$ cat src/rtl/param_fifo_pkg.sv
// Shared types and defaults for the parameterised single-clock FIFO.
// The verification environment imports this package as well.
package param_fifo_pkg;

  typedef enum logic {
    FIFO_STD  = 1'b0,
    FIFO_FWFT = 1'b1
  } fifo_mode_e;

  localparam int unsigned DEF_FIFO_WIDTH = 16;
  localparam int unsigned DEF_FIFO_DEPTH = 8;
  localparam int unsigned DEF_AE_THRESH  = 1;

  // Occupancy counter width: must represent 0..depth inclusive.
  function automatic int unsigned fifo_cw(input int unsigned depth);
    return $clog2(depth + 1);
  endfunction

endpackage : param_fifo_pkg

$ cat src/rtl/fifo_ptr_ctr.sv
// Modulo-DEPTH wrap counter used for the FIFO read and write pointers.
// DEPTH need not be a power of two; the pointer wraps from DEPTH-1 to 0.
module fifo_ptr_ctr #(
  parameter int unsigned DEPTH = 8,
  localparam int unsigned PW   = (DEPTH > 1) ? $clog2(DEPTH) : 1
) (
  input  logic          clk,
  input  logic          rst,
  input  logic          inc,
  output logic [PW-1:0] ptr
);

  logic [PW-1:0] r_ptr;

  always_ff @(posedge clk) begin
    if (rst) begin
      r_ptr <= '0;
    end else if (inc) begin
      if (r_ptr == PW'(DEPTH - 1)) r_ptr <= '0;
      else                         r_ptr <= r_ptr + PW'(1);
    end
  end

  assign ptr = r_ptr;

endmodule : fifo_ptr_ctr

$ cat src/rtl/param_sync_fifo.sv
// Single-clock FIFO with arbitrary depth, STD or FWFT read mode, programmable
// almost-full/almost-empty thresholds, occupancy output and sticky error flags.
module param_sync_fifo
  import param_fifo_pkg::*;
#(
  parameter int unsigned FIFO_WIDTH = DEF_FIFO_WIDTH,
  parameter int unsigned FIFO_DEPTH = DEF_FIFO_DEPTH,
  parameter fifo_mode_e  MODE       = FIFO_STD,
  parameter int unsigned AF_THRESH  = FIFO_DEPTH - 1,
  parameter int unsigned AE_THRESH  = DEF_AE_THRESH,
  localparam int unsigned CW        = fifo_cw(FIFO_DEPTH),
  localparam int unsigned PW        = (FIFO_DEPTH > 1) ? $clog2(FIFO_DEPTH) : 1
) (
  input  logic                  clk,
  input  logic                  rst,
  input  logic                  wr_en,
  input  logic [FIFO_WIDTH-1:0] data_in,
  input  logic                  rd_en,
  input  logic                  err_clr,
  output logic [FIFO_WIDTH-1:0] data_out,
  output logic [CW-1:0]         count,
  output logic                  full,
  output logic                  empty,
  output logic                  almostfull,
  output logic                  almostempty,
  output logic                  wr_ack,
  output logic                  overflow,
  output logic                  underflow,
  output logic                  ovf_sticky,
  output logic                  udf_sticky
);

  // Reject illegal parameter combinations at elaboration.
  if (FIFO_DEPTH < 2) begin : g_bad_depth
    $error("param_sync_fifo: FIFO_DEPTH must be >= 2");
  end
  if (AF_THRESH < 1 || AF_THRESH > FIFO_DEPTH) begin : g_bad_af
    $error("param_sync_fifo: AF_THRESH must be in 1..FIFO_DEPTH");
  end
  if (AE_THRESH > FIFO_DEPTH - 1) begin : g_bad_ae
    $error("param_sync_fifo: AE_THRESH must be in 0..FIFO_DEPTH-1");
  end

  logic [FIFO_WIDTH-1:0] r_mem [FIFO_DEPTH];
  logic [CW-1:0]         r_count;
  logic                  r_wr_ack;
  logic                  r_overflow;
  logic                  r_underflow;
  logic                  r_ovf_sticky;
  logic                  r_udf_sticky;

  logic [PW-1:0]         w_wr_ptr;
  logic [PW-1:0]         w_rd_ptr;
  logic                  w_full;
  logic                  w_empty;
  logic                  w_wr_ok;
  logic                  w_rd_ok;
  logic                  w_wr_rej;
  logic                  w_rd_rej;

  assign w_full   = (r_count == CW'(FIFO_DEPTH));
  assign w_empty  = (r_count == '0);
  assign w_rd_ok  = rd_en & ~w_empty;
  // A write at full still fits when a pop frees the head slot in the same cycle.
  assign w_wr_ok  = wr_en & (~w_full | rd_en);
  assign w_wr_rej = wr_en & ~w_wr_ok;
  assign w_rd_rej = rd_en & w_empty;

  fifo_ptr_ctr #(.DEPTH(FIFO_DEPTH)) u_wr_ptr (
    .clk (clk),
    .rst (rst),
    .inc (w_wr_ok),
    .ptr (w_wr_ptr)
  );

  fifo_ptr_ctr #(.DEPTH(FIFO_DEPTH)) u_rd_ptr (
    .clk (clk),
    .rst (rst),
    .inc (w_rd_ok),
    .ptr (w_rd_ptr)
  );

  // Storage array: intentionally not reset.
  always_ff @(posedge clk) begin
    if (!rst && w_wr_ok) r_mem[w_wr_ptr] <= data_in;
  end

  always_ff @(posedge clk) begin
    if (rst) begin
      r_count      <= '0;
      r_wr_ack     <= 1'b0;
      r_overflow   <= 1'b0;
      r_underflow  <= 1'b0;
      r_ovf_sticky <= 1'b0;
      r_udf_sticky <= 1'b0;
    end else begin
      r_count     <= r_count + CW'(w_wr_ok) - CW'(w_rd_ok);
      r_wr_ack    <= w_wr_ok;
      r_overflow  <= w_wr_rej;
      r_underflow <= w_rd_rej;
      // A new error in the same cycle as err_clr keeps the flag set.
      if (w_wr_rej)     r_ovf_sticky <= 1'b1;
      else if (err_clr) r_ovf_sticky <= 1'b0;
      if (w_rd_rej)     r_udf_sticky <= 1'b1;
      else if (err_clr) r_udf_sticky <= 1'b0;
    end
  end

  if (MODE == FIFO_FWFT) begin : g_fwft
    assign data_out = r_mem[w_rd_ptr];
  end else begin : g_std
    logic [FIFO_WIDTH-1:0] r_data_out;
    always_ff @(posedge clk) begin
      if (rst)          r_data_out <= '0;
      else if (w_rd_ok) r_data_out <= r_mem[w_rd_ptr];
    end
    assign data_out = r_data_out;
  end

  assign count       = r_count;
  assign full        = w_full;
  assign empty       = w_empty;
  assign almostfull  = (r_count >= CW'(AF_THRESH));
  assign almostempty = (r_count <= CW'(AE_THRESH));
  assign wr_ack      = r_wr_ack;
  assign overflow    = r_overflow;
  assign underflow   = r_underflow;
  assign ovf_sticky  = r_ovf_sticky;
  assign udf_sticky  = r_udf_sticky;

endmodule : param_sync_fifo

$ cat config.mk
export PLATFORM = sky130hd
export DESIGN_NAME = param_sync_fifo
export DESIGN_NICKNAME = d
export VERILOG_FILES = /design/src/rtl/param_fifo_pkg.sv /design/src/rtl/fifo_ptr_ctr.sv /design/src/rtl/param_sync_fifo.sv
export SDC_FILE = /design/constraint.sdc
export NUM_CORES = 1
export LEC_CHECK = 0
export CAP_MARGIN = 10
export CORE_MARGIN = 1.5
export CORE_UTILIZATION = 50
export DETAILED_ROUTE_END_ITERATION = 10
export HOLD_SLACK_MARGIN = 0.02
export PLACE_DENSITY = 0.7
export REMOVE_ABC_BUFFERS = 1
export SLEW_MARGIN = 20
export SYNTH_ARGS = -nofsm -noshare
export SYNTH_HDL_FRONTEND = slang
export SYNTH_HIERARCHICAL = 1
export SYNTH_SLANG_ARGS = --single-unit
$ cat constraint.sdc
create_clock -name clk -period 3.7 [get_ports clk]
set_input_delay 0.555 -clock clk [delete_from_list [all_inputs] [get_ports clk]]
set_output_delay 0.555 -clock clk [all_outputs]
set_load 0.05 [all_outputs]
======== After elaboration in Yosys (flattened, before gate mapping) ========
Memory sizes are Yosys's and may differ from the RTL's. A register that Yosys moved wholly into a read port is not among the register bits.
Cells that the tools add are included.
Widths: inputs -> output; s select.
word-level totals
  word-level logic and storage cells ...... 38
  output and inout bits ................... 29
  memories kept ........................... 1
  register bits ........................... 15
  bits of input ports ..................... 21
  memory bits (writable) .................. 128
memory list
  memory  words  width  read ports  clocked after Yosys merged registers in  write ports  line                   RTL
  r_mem   8      16     1           1                                        1            param_sync_fifo.sv:44  logic [FIFO_WIDTH-1:0] r_mem [FIFO_DEPTH];
operators by class
  equality and inequality tests ........... 3
  bitwise operators ....................... 8
  reductions and logical operators ........ 5
  mux-type cells .......................... 7
  magnitude comparators ................... 2
  add/subtract/negate cells ............... 4
operators by type and width
  kind                 count
  $add 3x1->3 const B  2
  $eq 3x3->1 const B   2
  $mux 3               2
  $mux 1               5
  $add 4x1->4          1
  $and 1x1->1          4
  $eq 4x4->1 const B   1
  $ge 4x3->1 const B   1
  $le 4x1->1 const B   1
  $logic_not 4->1      1
  $reduce_bool 2->1    2
  $sub 4x1->4          1
  $not 1->1            3
  $logic_and 1x1->1    1
  $logic_not 1->1      1
  $or 1x1->1           1

======== Longest topological paths before layout ========
Gate-level depths: netlist (run 1).
  word-level depth ........................ 7
  gate-level depth with buffers ........... 12

======== Cells and area by module ========
The synthesis (run 1) kept the hierarchy.
modules (own cells, without submodules)
  module           area each (um^2)  cells each  instances
  param_sync_fifo  5935.7            364         1
  fifo_ptr_ctr     141.4             13          2

======== Worst setup path after synthesis (run 1) ========
No wires, ideal clock.
  path type ............................... reg-to-reg
  from .................................... register r_count[3], in the netlist count[3]
  to ...................................... register r_count[2], in the netlist count[2]
  arrival ................................. 3.388 ns
  data required time ...................... 3.581 ns
  setup time .............................. 0.119 ns
  stages on the path, launching flop included .. 12
  slack ................................... 0.192 ns
  buffers on the path ..................... 0
  path through ............................ dfxtp_1 > ha_1 > nor3b_1 > nand2b_1 > nand2_1 > ha_1 > inv_1 > ha_1 > inv_1 > fa_1 > xor2_1 > nor2_1
on the way
  word-level cells in the longest chain between the ends .. 6
  elaborated cells between the ends (all ways) .. 9
  those cells by class .................... 2 x add/sub; 1 x eq/ne; 5 x bitwise; 1 x reduce/logical
RTL lines
  item                    line                   RTL
  from (decl)             param_sync_fifo.sv:45  logic [CW-1:0] r_count;
  from (signal assigned)  param_sync_fifo.sv:97  r_count <= r_count + CW'(w_wr_ok) - CW'(w_rd_ok);
  $eq 4x4->1              param_sync_fifo.sv:61  assign w_full = (r_count == CW'(FIFO_DEPTH));
  named net full          param_sync_fifo.sv:22  output logic full,
  $not 1->1               param_sync_fifo.sv:65  assign w_wr_ok = wr_en & (~w_full | rd_en);
  $or 1x1->1              param_sync_fifo.sv:65
  $and 1x1->1             param_sync_fifo.sv:65
  $add 4x1->4             param_sync_fifo.sv:97
  $sub 4x1->4             param_sync_fifo.sv:97
The timed path passes the listed nets, and every way through them passes these cells.
A chain may end at the register's enable or synchronous reset.

======== Worst setup path after layout (run 1) ========
  from .................................... register r_count[2], in the netlist count[2]
  to ...................................... output full
on the way
  word-level cells in the longest chain between the ends .. 1
RTL lines
  item        line
  $eq 4x4->1  param_sync_fifo.sv:61
  to (decl)   param_sync_fifo.sv:22
No other way between the ends.

==> reports/results.ini, run 1 <==
[global_routing]
grt_usage = 0.198
grt-ovfl-total = 0
first_global_vias = 3499
grt-busiest-layer = met2
grt_max_degree = 56
met2_usage = 0.321
grtUsageMet1 = 0.254
grt_pass1_wl_mm = 18.8
gr-usage-met3 = 0.0609
antenna_found_initial = 0

[clock_network]
cts_setup_buffers = 0
cts_hold_buf = 0
cts_tree = yes
clkSinkCount = 159
ctsResizeCount = 0
clk_path_buf_depth = 2
root_buffer = clkbuf_16
htreeDepth = 4
clk_latency_ns = 0.42
clk_pin_slew_ns = 0.06
cts_buffers = 17

[synth]
synth-seq-area-share = 0.718
yosys.area.top_type = edfxtp_1
syn_area_per_cell_um2 = 15.9
ys_async_sr_fraction = 0
yosysMostFrequentCell = edfxtp_1
yosysWarnings = 6
synth_top_area_share = 0.618
yosys-top-cells-area = edfxtp_1 (62%), dfxtp_1 (10%), mux2i_1 (8.0%)
synth_cell_types = 34
mappedNetlistArea_um2 = 6220
synth-edff-count = 128
synthCells = 390
synth_commonest_cells = edfxtp_1 (128), mux2i_1 (50), dfxtp_1 (31), a21oi_1 (23), nor2b_1 (19)
ys.flop_type = edfxtp_1
synth-seq-cells = 159

[floorplanning]
fp-row-count = 40
io_pins = 50
die_y_um = 115
dieArea_um2 = 13100
core-area_um2 = 12100
die_w_um = 115
initial_core_util = 0.516

[cells_and_area]
utilization = 0.622
nets = 485
layout-drive-gt1-share = 0.112
design_area_um2 = 7500
n_antenna_cell = 0
area_delta_synth_final_pct = 20.6

[setup_path]
required_ns = 3.14
max_stage_delay_ns = 0.86
start_kind = flip-flop
worstPathMaxFanout = 4
reg2regPathDepth = 11
regToRegSetupSlack_ns = 1.27
cp_slowest_cell = clkdlybuf4s50_1
path_class = reg -> out
path_cells = inv_1, ha_1, nor3b_1, clkdlybuf4s50_1
r2r_start = count[3]$_SDFF_PP0_
rr_endpoint = count[2]$_SDFF_PP0_
critPathArrivalTime_ns = 2.17
worstSetupEndpointType = output pin

[sta]
slew-limit-headroom = 0.318
setup-tns-final_ns = 0
rsz0062_at_grt = no
fin_skew_ns = 0.00891
worstMarginPinSlew_ns = 1.02
fin_crit_ns = 2.72
post-route-period-util = 0.735
finalSetupViolCount = 0
max_freq_mhz = 368
hold_viol = 0
final_max_slew_viol_count = 0

[worst_hold_path]
hp-class = reg -> reg
hold_path_end = data_out[13]$_SDFFE_PP0P_
hp-start = data_out[13]$_SDFFE_PP0P_
holdPathStages = 1

[drt]
routed_wl_mm = 12.0
drtIter0Drc = 307
drtPass1Iterations = 4
viasPerCell = 5.47
drcViolationCount = 0
vias = 3459
final_antenna_net_count = 0
routedWlPerCell_um = 19.0

[pwr]
power.density_nw_per_um2 = 674
ir_drop_mv = 0.445
power.leakage_uw = 0.00247

[outcome]
run_status = completed

[place]
globalplace.congestion = 0.704
dpl.hpwl_mm = 7.23
placed_cell_area_um2 = 6920
portBuffers = 49

[flow_run]
max-cap-violations = 0

critical path: cells and delay by family, from the launching register on:
kind          cells  cell delay, ns
buf+inv           2            0.98
flops             1            0.33
simple gates      1            0.26
fa+ha+maj         1            0.18
layer usage:
layer  vias to the layer above  wire (um)
li1                       1629          -
met1                      1694       4990
met2                       120       6030
met3                        16        789
met4                         0        186
met5                         -          0
worst max-delay path by stage:
| stage | depth (start not counted) | slack, ns | to | from |
|---|---|---|---|---|
| 6_report | 4 | 0.98 | full | count[2]$_SDFF_PP0_ |
| 5_1_grt | 4 | 0.87 | full | count[2]$_SDFF_PP0_ |
| 4_1_cts | 4 | 0.95 | empty | count[3]$_SDFF_PP0_ |
| 3_5_place_dp | 6 | 0.93 | r_mem[5][11]$_DFFE_PP_ | rd_en |
| 3_3_place_gp | 6 | 1.00 | r_mem[5][0]$_DFFE_PP_ | rd_en |
| 2_1_floorplan | 11 | 0.20 | count[2]$_SDFF_PP0_ | count[3]$_SDFF_PP0_ |
sequential cells by signal (all words and copies together) (netlist names):
name          cells
wr_ack            1
data_out         16
underflow         1
r_mem           128
u_wr_ptr/ptr      3
ovf_sticky        1
udf_sticky        1
u_rd_ptr/ptr      3
overflow          1
count             4
layout make-up:
type / count / area [um2]
fill: 890 / 4560
sequential: 159 / 4470
multi-input combinational: 204 / 1630
timing repair buffer: 62 / 588
clock buffer: 19 / 443
tap: 168 / 210
clock inverter: 13 / 140
inverter: 7 / 26.3
metrics by stage:
stage	hold slack, ns	setup slack [ns]	std cells	power, uW
detailed placement	0.461	0.935	600	3420
global route	0.499	0.867	632	5250
finish	0.470	0.979	632	5060
floorplan	0.490	0.197	370	3050
global placement	0.451	1.00	600	3410
CTS	0.475	0.951	632	5100
where the power goes:
group / leakage (uW) / switching (uW) / internal (uW)
clock network: 0.000279 / 668 / 1010
registers: 0.00141 / 150 / 2050
logic: 0.000778 / 712 / 468
logic make-up after synthesis:
kind of cell    synth area share
flops                      0.718
xor+xnor                 0.00282
fa+ha+maj                 0.0274
compound gates            0.0869
buf+inv                   0.0227
mux                       0.0805
simple gates              0.0618
cell usage in the layout, fill, tap and decap left out, types with 5 or more instances in the layout:
cell	count
nor2b_1	18
nand2_1	5
dfxtp_1	30
clkdlybuf4s50_1	49
inv_1	7
clkbuf_16	17
ha_1	12
nand2b_1	10
nor2_1	16
mux2i_1	50
a21oi_1	23
a211oi_1	16
buf_4	13
clkinv_4	5
edfxtp_1	128
a22oi_1	16
a32o_1	16
Power figures use the tool's default switching activity.
==> run 2, diff against run 1 <==
clock period = 2.8 ns   (was 3.7 ns; I/O delays follow)
==> run 2 against run 1 <==
- critical path depth did not move
- combinational power up 34%
- count of clock-buffer cells in the layout grew 2
==> reports/results.ini, run 2 (synthesized netlist as in run 1, its figures left out) <==
[clock_network]
cts_buffers = 17
clk_latency_ns = 0.42
cts_setup_buffers = 0
clk_pin_slew_ns = 0.06
root_buffer = clkbuf_16
clk_path_buf_depth = 2
cts_tree = yes
ctsResizeCount = 0
cts_hold_buf = 0
clkSinkCount = 159
htreeDepth = 4

[floorplanning]
die_w_um = 115
io_pins = 50
core-area_um2 = 12100
die_y_um = 115
fp-row-count = 40
initial_core_util = 0.516
dieArea_um2 = 13100

[cells_and_area]
area_delta_synth_final_pct = 21.1
finalNonFillerCells = 635
layout_common_cells = edfxtp_1 (128), mux2i_1 (50), clkdlybuf4s50_1 (49)
nFillCells = 901
layout_commonest_cell = edfxtp_1
n_antenna_cell = 0
design_area_um2 = 7530
largest_reg_flops = 128
multi_input_area_um2 = 1620
nets = 490
layout-drive-gt1-share = 0.111
utilization = 0.625
top_register = r_mem
regArea_um2 = 4470

[pwr]
pwr-share-clk = 0.332
power.density_nw_per_um2 = 892
p_int_uw = 4750
power_frac_comb = 0.235
switching_share = 0.293
power.leakage_uw = 0.00250
p_seq_frac = 0.433
ir_drop_mv = 0.588
p_sw_uw = 1970

[place]
pre_cts_ws_ns = 0.400
portBuffers = 49
dpl.hpwl_mm = 7.04
placed_cells = 605
globalplace.congestion = 0.716
placed_cell_area_um2 = 6970

[drt]
drcViolationCount = 0
drtIter0Drc = 254
drtPass1Iterations = 4
routedWlPerCell_um = 18.9
vias = 3492
viasPerCell = 5.50
final_antenna_net_count = 0
routed_wl_mm = 12.0

[sta]
fin_crit_ns = 2.60
worstMarginPinSlew_ns = 0.994
finalSetupViolCount = 0
post-route-period-util = 0.928
hold_viol = 0
finalWorstSetupSlack_ns = 0.201
max_freq_mhz = 385
slew-limit-headroom = 0.336
fin_skew_ns = 0.00682
whs_ns = 0.464
rsz0062_at_grt = no
final_max_slew_viol_count = 0

[global_routing]
grt_pass1_wl_mm = 18.7
grt_max_degree = 56
grt_usage = 0.198
first_global_vias = 3551
antenna_found_initial = 0
grt-ovfl-total = 0

[setup_path]
critPathArrivalTime_ns = 2.18
r2r_start = count[2]$_SDFF_PP0_
worstSetupEndpointType = output pin
rr_endpoint = count[3]$_SDFF_PP0_
start_kind = flip-flop
reg2regPathDepth = 12
worstPathMaxFanout = 4
regToRegSetupSlack_ns = 0.52
required_ns = 2.38
path_class = reg -> out

[worst_hold_path]
hp-class = reg -> reg
hold_path_end = data_out[5]$_SDFFE_PP0P_
hp-start = data_out[5]$_SDFFE_PP0P_
holdPathStages = 1

[flow_run]
max-cap-violations = 0

[outcome]
run_status = completed

-- run 2: changes by cell type in the layout (fill, tap and decap cells not counted), moves of 2 or more --
cell	change
clkinv_4	-5
clkinvlp_4	-2
buf_4	+4
clkbuf_1	+2
clkinv_2	+3
-- run 2: critical path: stages, from the launching register on --
cell and delay [ns]:
dfxtp_1 0.33, inv_1 0.13, ha_1 0.19, nor3b_1 0.26
clkdlybuf4s50_1 0.86
-- run 2: power by group through the flow --
stage          registers, uW  logic, uW  clock network (uW)
6_report                2910       1580                2230
5_1_grt                 2940       1700                2370
4_1_cts                 2910       1600                2270
3_5_place_dp            2960       1590                   0
3_3_place_gp            2950       1560                   0
2_1_floorplan           3280        750                   0
-- run 2: cell type report --
| class | count | share of cell area |
|---|---|---|
| timing repair buffer | 67 | 0.0847 |
| clock inverter | 9 | 0.0156 |
| multi-input combinational | 204 | 0.215 |
| tap | 168 | 0.0279 |
| clock buffer | 21 | 0.0598 |
| inverter | 7 | 0.00349 |
| sequential | 159 | 0.593 |
-- run 2: stage by stage --
stage	total power [uW]	setup TNS [ns]
6_report	6720	0
2_1_floorplan	4030	-18.34
3_5_place_dp	4550	0
5_1_grt	7010	0
4_1_cts	6780	0
3_3_place_gp	4510	0
-- run 2: worst max-delay path by stage --
stage / cells after the start / from / end / slack, ns
after floorplan: 11 / count[3]$_SDFF_PP0_ / count[2]$_SDFF_PP0_ / -0.70
final: 4 / count[2]$_SDFF_PP0_ / full / 0.20
after global placement: 10 / rd_en / count[2]$_SDFF_PP0_ / 0.46
after global routing: 4 / count[2]$_SDFF_PP0_ / empty / 0.09
after detailed placement: 10 / rd_en / count[2]$_SDFF_PP0_ / 0.40
after CTS: 4 / count[2]$_SDFF_PP0_ / full / 0.17
-- run 2: metal layers --
metal / global-route usage / part of all wire / vias to the layer above
li1: - / - / 1643
met1: 0.258 / 0.45 / 1747
met2: 0.315 / 0.49 / 88
met3: 0.0614 / 0.046 / 14
met4: 0.0692 / 0.012 / 0
met5: 0 / 0 / -
